$ cat src/rtl/debounce_pkg.sv
// Shared types and helpers for the button debouncer: per-channel state
// encoding and the width of the stability counter.
package debounce_pkg;

    typedef enum logic [1:0] {
        REL_STABLE = 2'b00,
        PRS_WAIT   = 2'b01,
        PRS_STABLE = 2'b10,
        REL_WAIT   = 2'b11
    } debounce_state_e;

    // The counter only has to reach stableCycles-2, so clog2 always fits;
    // a floor of one bit keeps the smallest legal setting well formed.
    function automatic int counterWidth(input int stableCycles);
        int width;
        width = $clog2(stableCycles);
        if (width < 1) begin
            width = 1;
        end
        return width;
    endfunction

endpackage

$ cat src/rtl/debounce_channel.sv
// One debounced button: four-state FSM with a stability counter, a
// registered level and one-cycle press/release pulses.
module debounce_channel
    import debounce_pkg::*;
#(
    parameter int c_STABLE_CYCLES = 500000
) (
    input  logic i_clk,
    input  logic i_reset,
    input  logic i_sync,
    output logic o_level,
    output logic o_press,
    output logic o_release
);

    localparam int c_CNT_W = counterWidth(c_STABLE_CYCLES);
    localparam logic [c_CNT_W-1:0] c_CNT_LAST = c_CNT_W'(c_STABLE_CYCLES - 2);

    debounce_state_e   state_q;
    debounce_state_e   state_d;
    logic [c_CNT_W-1:0] count_q;
    logic [c_CNT_W-1:0] count_d;
    logic              level_q;
    logic              level_d;
    logic              press_q;
    logic              press_d;
    logic              release_q;
    logic              release_d;

    always_ff @(posedge i_clk or posedge i_reset) begin
        if (i_reset) begin
            state_q   <= REL_STABLE;
            count_q   <= '0;
            level_q   <= 1'b0;
            press_q   <= 1'b0;
            release_q <= 1'b0;
        end else begin
            state_q   <= state_d;
            count_q   <= count_d;
            level_q   <= level_d;
            press_q   <= press_d;
            release_q <= release_d;
        end
    end

    // The wait states count the cycles already seen at the new value; the
    // counter restarts on any bounce and is parked at 0 in stable states.
    always_comb begin
        state_d = state_q;
        count_d = count_q;
        case (state_q)
            REL_STABLE: begin
                count_d = '0;
                if (i_sync) begin
                    state_d = PRS_WAIT;
                end
            end
            PRS_WAIT: begin
                if (!i_sync) begin
                    state_d = REL_STABLE;
                    count_d = '0;
                end else if (count_q == c_CNT_LAST) begin
                    state_d = PRS_STABLE;
                    count_d = '0;
                end else begin
                    count_d = count_q + 1'b1;
                end
            end
            PRS_STABLE: begin
                count_d = '0;
                if (!i_sync) begin
                    state_d = REL_WAIT;
                end
            end
            REL_WAIT: begin
                if (i_sync) begin
                    state_d = PRS_STABLE;
                    count_d = '0;
                end else if (count_q == c_CNT_LAST) begin
                    state_d = REL_STABLE;
                    count_d = '0;
                end else begin
                    count_d = count_q + 1'b1;
                end
            end
            default: begin
                state_d = REL_STABLE;
                count_d = '0;
            end
        endcase

        // Level follows the next state so it moves on the accepting edge.
        level_d   = (state_d == PRS_STABLE) || (state_d == REL_WAIT);
        press_d   = level_d && !level_q;
        release_d = !level_d && level_q;
    end

    assign o_level   = level_q;
    assign o_press   = press_q;
    assign o_release = release_q;

endmodule

$ cat src/rtl/synchronizer.sv
// Two-flop synchronizer bank bringing c_N asynchronous levels into the
// i_clk domain; both stages clear to 0 on reset.
module synchronizer #(
    parameter int c_N = 1
) (
    input  logic           i_clk,
    input  logic           i_reset,
    input  logic [c_N-1:0] i_d,
    output logic [c_N-1:0] o_q
);

    logic [c_N-1:0] stage1_q;
    logic [c_N-1:0] stage2_q;

    always_ff @(posedge i_clk or posedge i_reset) begin
        if (i_reset) begin
            stage1_q <= '0;
            stage2_q <= '0;
        end else begin
            stage1_q <= i_d;
            stage2_q <= stage1_q;
        end
    end

    assign o_q = stage2_q;

endmodule

$ cat src/rtl/button_debouncer.sv
// Multi-channel button debouncer: polarity normalisation, shared
// synchronizer bank and one independent debounce channel per button.
module button_debouncer
    import debounce_pkg::*;
#(
    parameter int c_N             = 4,
    parameter int c_STABLE_CYCLES = 500000,
    parameter int c_ACTIVE_LOW    = 1
) (
    input  logic           i_clk,
    input  logic           i_reset,
    input  logic [c_N-1:0] i_btn,
    output logic [c_N-1:0] o_level,
    output logic [c_N-1:0] o_press,
    output logic [c_N-1:0] o_release
);

    logic [c_N-1:0] pressedRaw;
    logic [c_N-1:0] pressedSync;

    // Convert to 1 = pressed before synchronizing so reset (0) means released.
    assign pressedRaw = (c_ACTIVE_LOW != 0) ? ~i_btn : i_btn;

    synchronizer #(
        .c_N(c_N)
    ) u_sync (
        .i_clk  (i_clk),
        .i_reset(i_reset),
        .i_d    (pressedRaw),
        .o_q    (pressedSync)
    );

    for (genvar g = 0; g < c_N; g++) begin : g_channel
        debounce_channel #(
            .c_STABLE_CYCLES(c_STABLE_CYCLES)
        ) u_channel (
            .i_clk    (i_clk),
            .i_reset  (i_reset),
            .i_sync   (pressedSync[g]),
            .o_level  (o_level[g]),
            .o_press  (o_press[g]),
            .o_release(o_release[g])
        );
    end

endmodule

$ cat config.mk
export PLATFORM = sky130hd
export DESIGN_NAME = button_debouncer
export DESIGN_NICKNAME = d
export VERILOG_FILES = /design/src/rtl/debounce_pkg.sv /design/src/rtl/debounce_channel.sv /design/src/rtl/synchronizer.sv /design/src/rtl/button_debouncer.sv
export SDC_FILE = /design/constraint.sdc
export NUM_CORES = 1
export LEC_CHECK = 0
export BUFFER_PORTS_ARGS = -buffer_cell sky130_fd_sc_hd__buf_2
export CORE_UTILIZATION = 55
export DETAILED_ROUTE_END_ITERATION = 16
export PLACE_DENSITY = 0.74
export SYNTH_ARGS = -nofsm -noshare
export SYNTH_HDL_FRONTEND = slang
export SYNTH_SLANG_ARGS = --single-unit
$ cat constraint.sdc
create_clock -name i_clk -period 4.05 [get_ports i_clk]
set_input_delay 0.6075 -clock i_clk [delete_from_list [all_inputs] [get_ports i_clk]]
set_output_delay 0.6075 -clock i_clk [all_outputs]
set_load 0.1 [all_outputs]
==> metrics.cfg, run 1 <==
[status]
status = completed

[global_routing]
grt_overflow = 0
track_usage_pct = 20.7
grt_pass1_vias = 3550
grt_pass1_wl_mm = 16.0
antenna_found_initial = 0
grt_max_degree = 81

[setup_path]
cp_slowest_cell = o21bai_2
worst_ep_arrival_time_ns = 2.38
start_kind = register
cp-startpoint = g_channel[3].u_channel.count_q[0]
crit_required_ns = 4.27
r2r_start = g_channel[3].u_channel.count_q[0]
critPathMaxFanout = 18
cp_cell_sequence = inv_1 -> ha_1 -> nor4b_1 -> nand3_1 -> o21bai_2 -> nor2_1
worstSetupPathType = reg -> reg
r2r-end = g_channel[3].u_channel.count_q[14]
rrSetupSlack_ns = 1.89
crit_end = g_channel[3].u_channel.count_q[14]
cp_slowest_stage_delay_ns = 0.62
reg2reg_depth = 6
end_kind = register

[routing]
ant_nets = 0
drc = 0
vias = 3556
avgViaCountPerCell = 5.74
wire_per_inst_um = 14.6
first_pass_iters = 4
drt_wl_total_mm = 9.01
drt_iter0_markers = 166

[yosys]
yosysTopAreaCell = dfrtp_1
netlist_instances = 500
ys_seq_elements = 104
netlist_area_um2 = 4970
synth_edf_count = 0
post-synth-top-area-fraction_pct = 52.4
ys.flop_type = dfrtp_1
ys_seq_area_share_pct = 52.4
netlist-cell-type-count = 40
synth_fp_nets = 514
ys.warnings.count = 0
synth.area.top_cells = dfrtp_1 (52%), xnor2_1 (7.4%), nor2_1 (5.5%), nand3_1 (3.8%), xor2_1 (3.2%)
postSynth.asyncResetShare_pct = 100
synth.avg_cell_area_um2 = 9.93

[placement]
dp_cells = 603
io_buffers = 17
gp_congestion = 0.853
pre_cts_slack_ns = 1.70
placed_area_um2 = 5050
dp_hpwl_mm = 6.11

[power]
ir_worst_vdd_mv = 0.195
p_leak_nw = 2.16
p_total_mw = 1.76
p_per_area_nw_per_um2 = 335

[die]
rows = 34
die_width_um = 97.0
ios = 18
die_area_um2 = 9410
initial_core_util_pct = 56.9
core_um2 = 8720
die_h_um = 97.0

[final_layout]
diodes = 0
nets = 521
fin_area_um2 = 5260
areaGrowthSynthToFinish_pct = 5.87
layout-drive-gt1-share_pct = 8.41
final-seq-area_um2 = 2600
fin_util_pct = 60.3
multiInputGateArea_um2 = 2140
fill_cells = 726
layout.cells.non_filler = 619

[timing]
period_share_pct = 53.4
fin_skew_ns = 0.00491
setup_tns_ns = 0
hold_viol = 0
whs_ns = 0.357
relSlewSlack_pct = 37.5
rsz0062_at_grt = no
slew_viol_final = 0
max_freq_mhz = 462
finalCriticalPeriod_ns = 2.16
setup_slack_ns = 1.89
setup_violations = 0
tightest_slew_ns = 0.937

[job]
maxCapViolations = 0

[clocking]
clkLatencyLatePin_ns = 0.36
cts_tree = built
ctsRootBufferMaster = clkbuf_8
numCtsBuffers = 9
cts_setup_buffers = 0
cts-htree-levels = 3
clock_sinks = 104
clockBufferDepth = 2
ctsHoldBuffers = 0
clkTransAtPathRegs_ns = 0.09
ctsResizeCount = 0

[min_path]
hp-start = u_sync.stage1_q[1]
worstHoldPathType = reg -> reg

[layout make-up]
class,instances,area share (%)
sequential,104,49.5
clock inverter,2,0.738
clock buffer,13,3.02
timing repair buffer,19,1.90
inverter,22,1.62
multi-input combinational,351,40.6
tap,108,2.57
[how the worst min path moves through the flow]
stage                     slack (ns)                 end  cells past startpoint
after global routing            0.37  u_sync.stage1_q[1]                      2
after global placement          0.33       u_sync.o_q[2]                      0
final                           0.36       u_sync.o_q[1]                      0
after CTS                       0.36  u_sync.stage1_q[1]                      2
after floorplan                 0.33       u_sync.o_q[0]                      0
after detailed placement        0.34       u_sync.o_q[1]                      0
[cells by family after synthesis]
kind of cell | synth area share (%)
xor gates and xnor gates | 10.6
and+or+nand+nor | 25.4
AOI/OAI and AO/OA | 4.61
DFF | 52.4
buffers and inverters | 4.56
muxes | 0.403
adders and majority gates | 2.02
[cell usage in the layout, fill, tap and decap left out, types with 9 or more instances in the layout]
| cell type | instances |
|---|---|
| nand3_1 | 38 |
| xnor2_1 | 42 |
| or3_1 | 10 |
| clkbuf_8 | 11 |
| nor2_1 | 73 |
| dfrtp_1 | 104 |
| and3_1 | 11 |
| buf_2 | 17 |
| nand4_1 | 24 |
| inv_1 | 21 |
| o21ai_0 | 9 |
| a21oi_1 | 17 |
| xor2_1 | 18 |
| nand2_1 | 27 |
| nor3_1 | 18 |
| nor4_1 | 17 |
[state kept, by name, indices dropped and copies added (netlist names)]
register	cells
g_channel.u_channel.state_q	8
u_sync.stage1_q	4
g_channel.u_channel.o_release	4
g_channel.u_channel.o_press	4
g_channel.u_channel.count_q	76
u_sync.o_q	4
g_channel.u_channel.o_level	4
[critical path: cells and delay by family, from the launching register on]
kind,cells,cell delay (ns)
compound gates,1,0.62
fa+ha+maj,1,0.13
buf+inv,1,0.08
flops,1,0.46
simple gates,3,0.72
[power by group]
part | internal, mW | switching [mW] | leakage (nW) | total (mW)
clock | 0.319 | 0.339 | 0.0997 | 0.657
combinational | 0.0112 | 0.0384 | 0.637 | 0.0496
sequential | 1.05 | 0.00890 | 1.42 | 1.06
total | 1.38 | 0.386 | 2.16 | 1.76
[routing by layer]
metal / vias up / global-route usage [%] / part of all wire, %
met1: 1747 / 27.4 / 48
met5: - / 0 / 0
met4: 0 / 9.07 / 1.6
met3: 14 / 4.05 / 2.9
li1: 1737 / - / -
met2: 58 / 33.2 / 47
[synthesized netlist by cell type (all sizes together), types with 3 or more instances]
cell type	n
and3	11
nor2	73
ha	8
xnor2	42
or3	10
clkbuf	7
nor3	18
a21oi	17
inv	22
nor4	17
nand2	27
nand3	38
buf	16
o21ai	11
nor4b	3
xor2	18
nand4	24
or2	3
dfrtp	104
o31ai	5
or4	9
nor2b	3
Power figures use the tool's default switching activity.
==> inputs of run 2 (changes only) <==
PLACE_DENSITY = 0.77   (was 0.74)
clock period = 1.9 ns   (was 4.05 ns; I/O delays follow)
==> run 2 against run 1 <==
Against the previous run:
- design area grew 5.4%
- cell count grew 5.5%
- wire length grew 4.1%
- sequential power grew 110%
- count of clock-buffer cells in the layout shrank 3
- critical endpoint is now g_channel[2].u_channel.o_release
- largest cell class unchanged
==> metrics.cfg, run 2 (same netlist as run 1, synthesis figures left out) <==
[status]
status = completed  ; unchanged

[setup_path]
start_kind = register  ; unchanged
worstSetupPathType = reg -> reg  ; unchanged
end_kind = register  ; unchanged
worst_ep_arrival_time_ns = 2.15  ; was 2.38 ns
crit_required_ns = 2.19  ; was 4.27 ns
reg2reg_depth = 4  ; was 6
r2r_start = g_channel[2].u_channel.count_q[9]  ; was g_channel[3].u_channel.count_q[0]
cp-startpoint = g_channel[2].u_channel.count_q[9]  ; was g_channel[3].u_channel.count_q[0]
critPathMaxFanout = 4  ; was 18

[final_layout]
largest_reg_flops = 76  ; unchanged
fill_cells = 677  ; was 726
areaGrowthSynthToFinish_pct = 11.6  ; was 5.87%
final_cell_mix = dfrtp_1 (101), nor2_1 (73), xnor2_1 (42)  ; was dfrtp_1 (104), nor2_1 (73), xnor2_1 (42)
final-seq-area_um2 = 2610  ; was 2600 µm²
top_regs = g_channel.u_channel.count_q (76), g_channel.u_channel.state_q (8)  ; unchanged
layout-drive-gt1-share_pct = 16.5  ; was 8.41%
final_common_cell = dfrtp_1  ; unchanged
multiInputGateArea_um2 = 2170  ; was 2140 µm²
nets = 556  ; was 521
diodes = 0  ; unchanged
largest-register = g_channel.u_channel.count_q  ; unchanged
fin_util_pct = 63.5  ; was 60.3%

[job]
maxCapViolations = 0  ; unchanged

[timing]
slew_viol_final = 0  ; unchanged
setup_violations = 0  ; unchanged
period_share_pct = 98.0  ; was 53.4%
hold_viol = 0  ; unchanged
finalCriticalPeriod_ns = 1.86  ; was 2.16 ns
tightest_slew_ns = 0.672  ; was 0.937 ns
fin_skew_ns = 0.0100  ; was 0.00491 ns
rsz0062_at_grt = yes  ; was no
whs_ns = 0.0540  ; was 0.357 ns
relSlewSlack_pct = 55.2  ; was 37.5%
max_freq_mhz = 537  ; was 462 MHz

[power]
ir_worst_vdd_mv = 0.367  ; was 0.195 mV
p_per_area_nw_per_um2 = 649  ; was 335 nW/µm²
p_leak_nw = 2.32  ; was 2.16 nW

[placement]
dp_hpwl_mm = 6.56  ; was 6.11 mm
io_buffers = 17  ; unchanged
gp_congestion = 0.851  ; was 0.853

[routing]
first_pass_iters = 4  ; unchanged
avgViaCountPerCell = 5.69  ; was 5.74
drt_wl_total_mm = 9.38  ; was 9.01 mm
ant_nets = 0  ; unchanged
wire_per_inst_um = 14.4  ; was 14.6 µm
drt_iter0_markers = 217  ; was 166
drc = 0  ; unchanged
vias = 3715  ; was 3556

[clocking]
numCtsBuffers = 9  ; unchanged
cts_tree = built  ; unchanged
clock_sinks = 104  ; unchanged
cts-htree-levels = 3  ; unchanged
ctsRootBufferMaster = clkbuf_8  ; unchanged
clkTransAtPathRegs_ns = 0.09  ; about the same
ctsHoldBuffers = 0  ; unchanged
clkLatencyLatePin_ns = 0.35  ; was 0.36 ns
clockBufferDepth = 2  ; unchanged

[die]
die_area_um2 = 9410  ; unchanged
die_h_um = 97.0  ; unchanged
ios = 18  ; unchanged
rows = 34  ; unchanged
initial_core_util_pct = 56.9  ; unchanged
core_um2 = 8720  ; unchanged
die_width_um = 97.0  ; unchanged

[global_routing]
grt_max_degree = 55  ; was 81
antenna_found_initial = 0  ; unchanged
grt_overflow = 0  ; unchanged
grt_pass1_vias = 3778  ; was 3550
track_usage_pct = 21.9  ; was 20.7%
grt_pass1_wl_mm = 17.1  ; was 16.0 mm

[min_path]
hp-start = i_btn[1]  ; was u_sync.stage1_q[1]
worstHoldPathType = in -> reg  ; was reg -> reg
holdPathStages = 2  ; was 0

[run 2: changes by cell type in the layout (fill, tap and decap cells not counted), sizes merged]
cell	change
buf	+35
bufinv	-1
clkbuf	-3
clkinvlp	+1
inv	+1
clkinv	+1
[run 2: layout make-up]
cell class / count / area share [%]
clock buffers: 10 / 2.48
clock inverters: 4 / 0.497
inverters: 22 / 1.56
multi-input cells: 351 / 39.2
flip-flops and latches: 104 / 47.0
well taps: 108 / 2.44
repair buffers: 54 / 6.78
[run 2: worst paths after layout]
path                                                           to  slack, ns
min in group asynchronous                      u_sync.stage1_q[3]       0.11
worst min-delay path                           u_sync.stage1_q[1]       0.05
max in group asynchronous       g_channel[0].u_channel.count_q[7]       1.28
worst max-delay path             g_channel[2].u_channel.o_release       0.04
worst max register to register   g_channel[2].u_channel.o_release       0.04
worst min register to register                      u_sync.o_q[1]       0.36
[run 2: per-stage QoR]
step	setup TNS (ns)	instances	cell area, µm²	total power [mW]	setup WS [ns]
6_report	0	653	5540	3.60	0.0380
5_1_grt	-0.0957	653	5540	3.74	-0.0558
4_1_cts	0	647	5460	3.64	0.0206
3_5_place_dp	-0.00220	633	5290	2.42	-0.00220
3_3_place_gp	0	633	5290	2.41	0.0970
2_1_floorplan	0	500	4970	2.37	0.00755
[run 2: where the power goes]
part	internal, mW	switching [mW]	total, mW
combinational	0.0411	0.0877	0.129
sequential	2.23	0.0184	2.25
clock	0.504	0.712	1.22
[run 2: timing repair]
action                     4_1_cts  5_1_grt
setup endpoints to repair        1       34
buffers inserted                 0        6
pin swaps                        0        4
resized for setup                1       10
[run 2: per-layer routing]
metal	vias up	global-route usage (%)	share of wire, %
li1	1801	-	-
met1	1822	29.4	46
met2	82	36.3	49
met3	10	4.48	3.6
met4	0	5.97	1.0
met5	-	0	0
[run 2: critical path, cell delays in order, from the launching register on]
cell	delay [ns]
dfrtp_1	0.39
or4b_4	0.54
or4_4	0.45
o31ai_4	0.23
and3_1	0.19
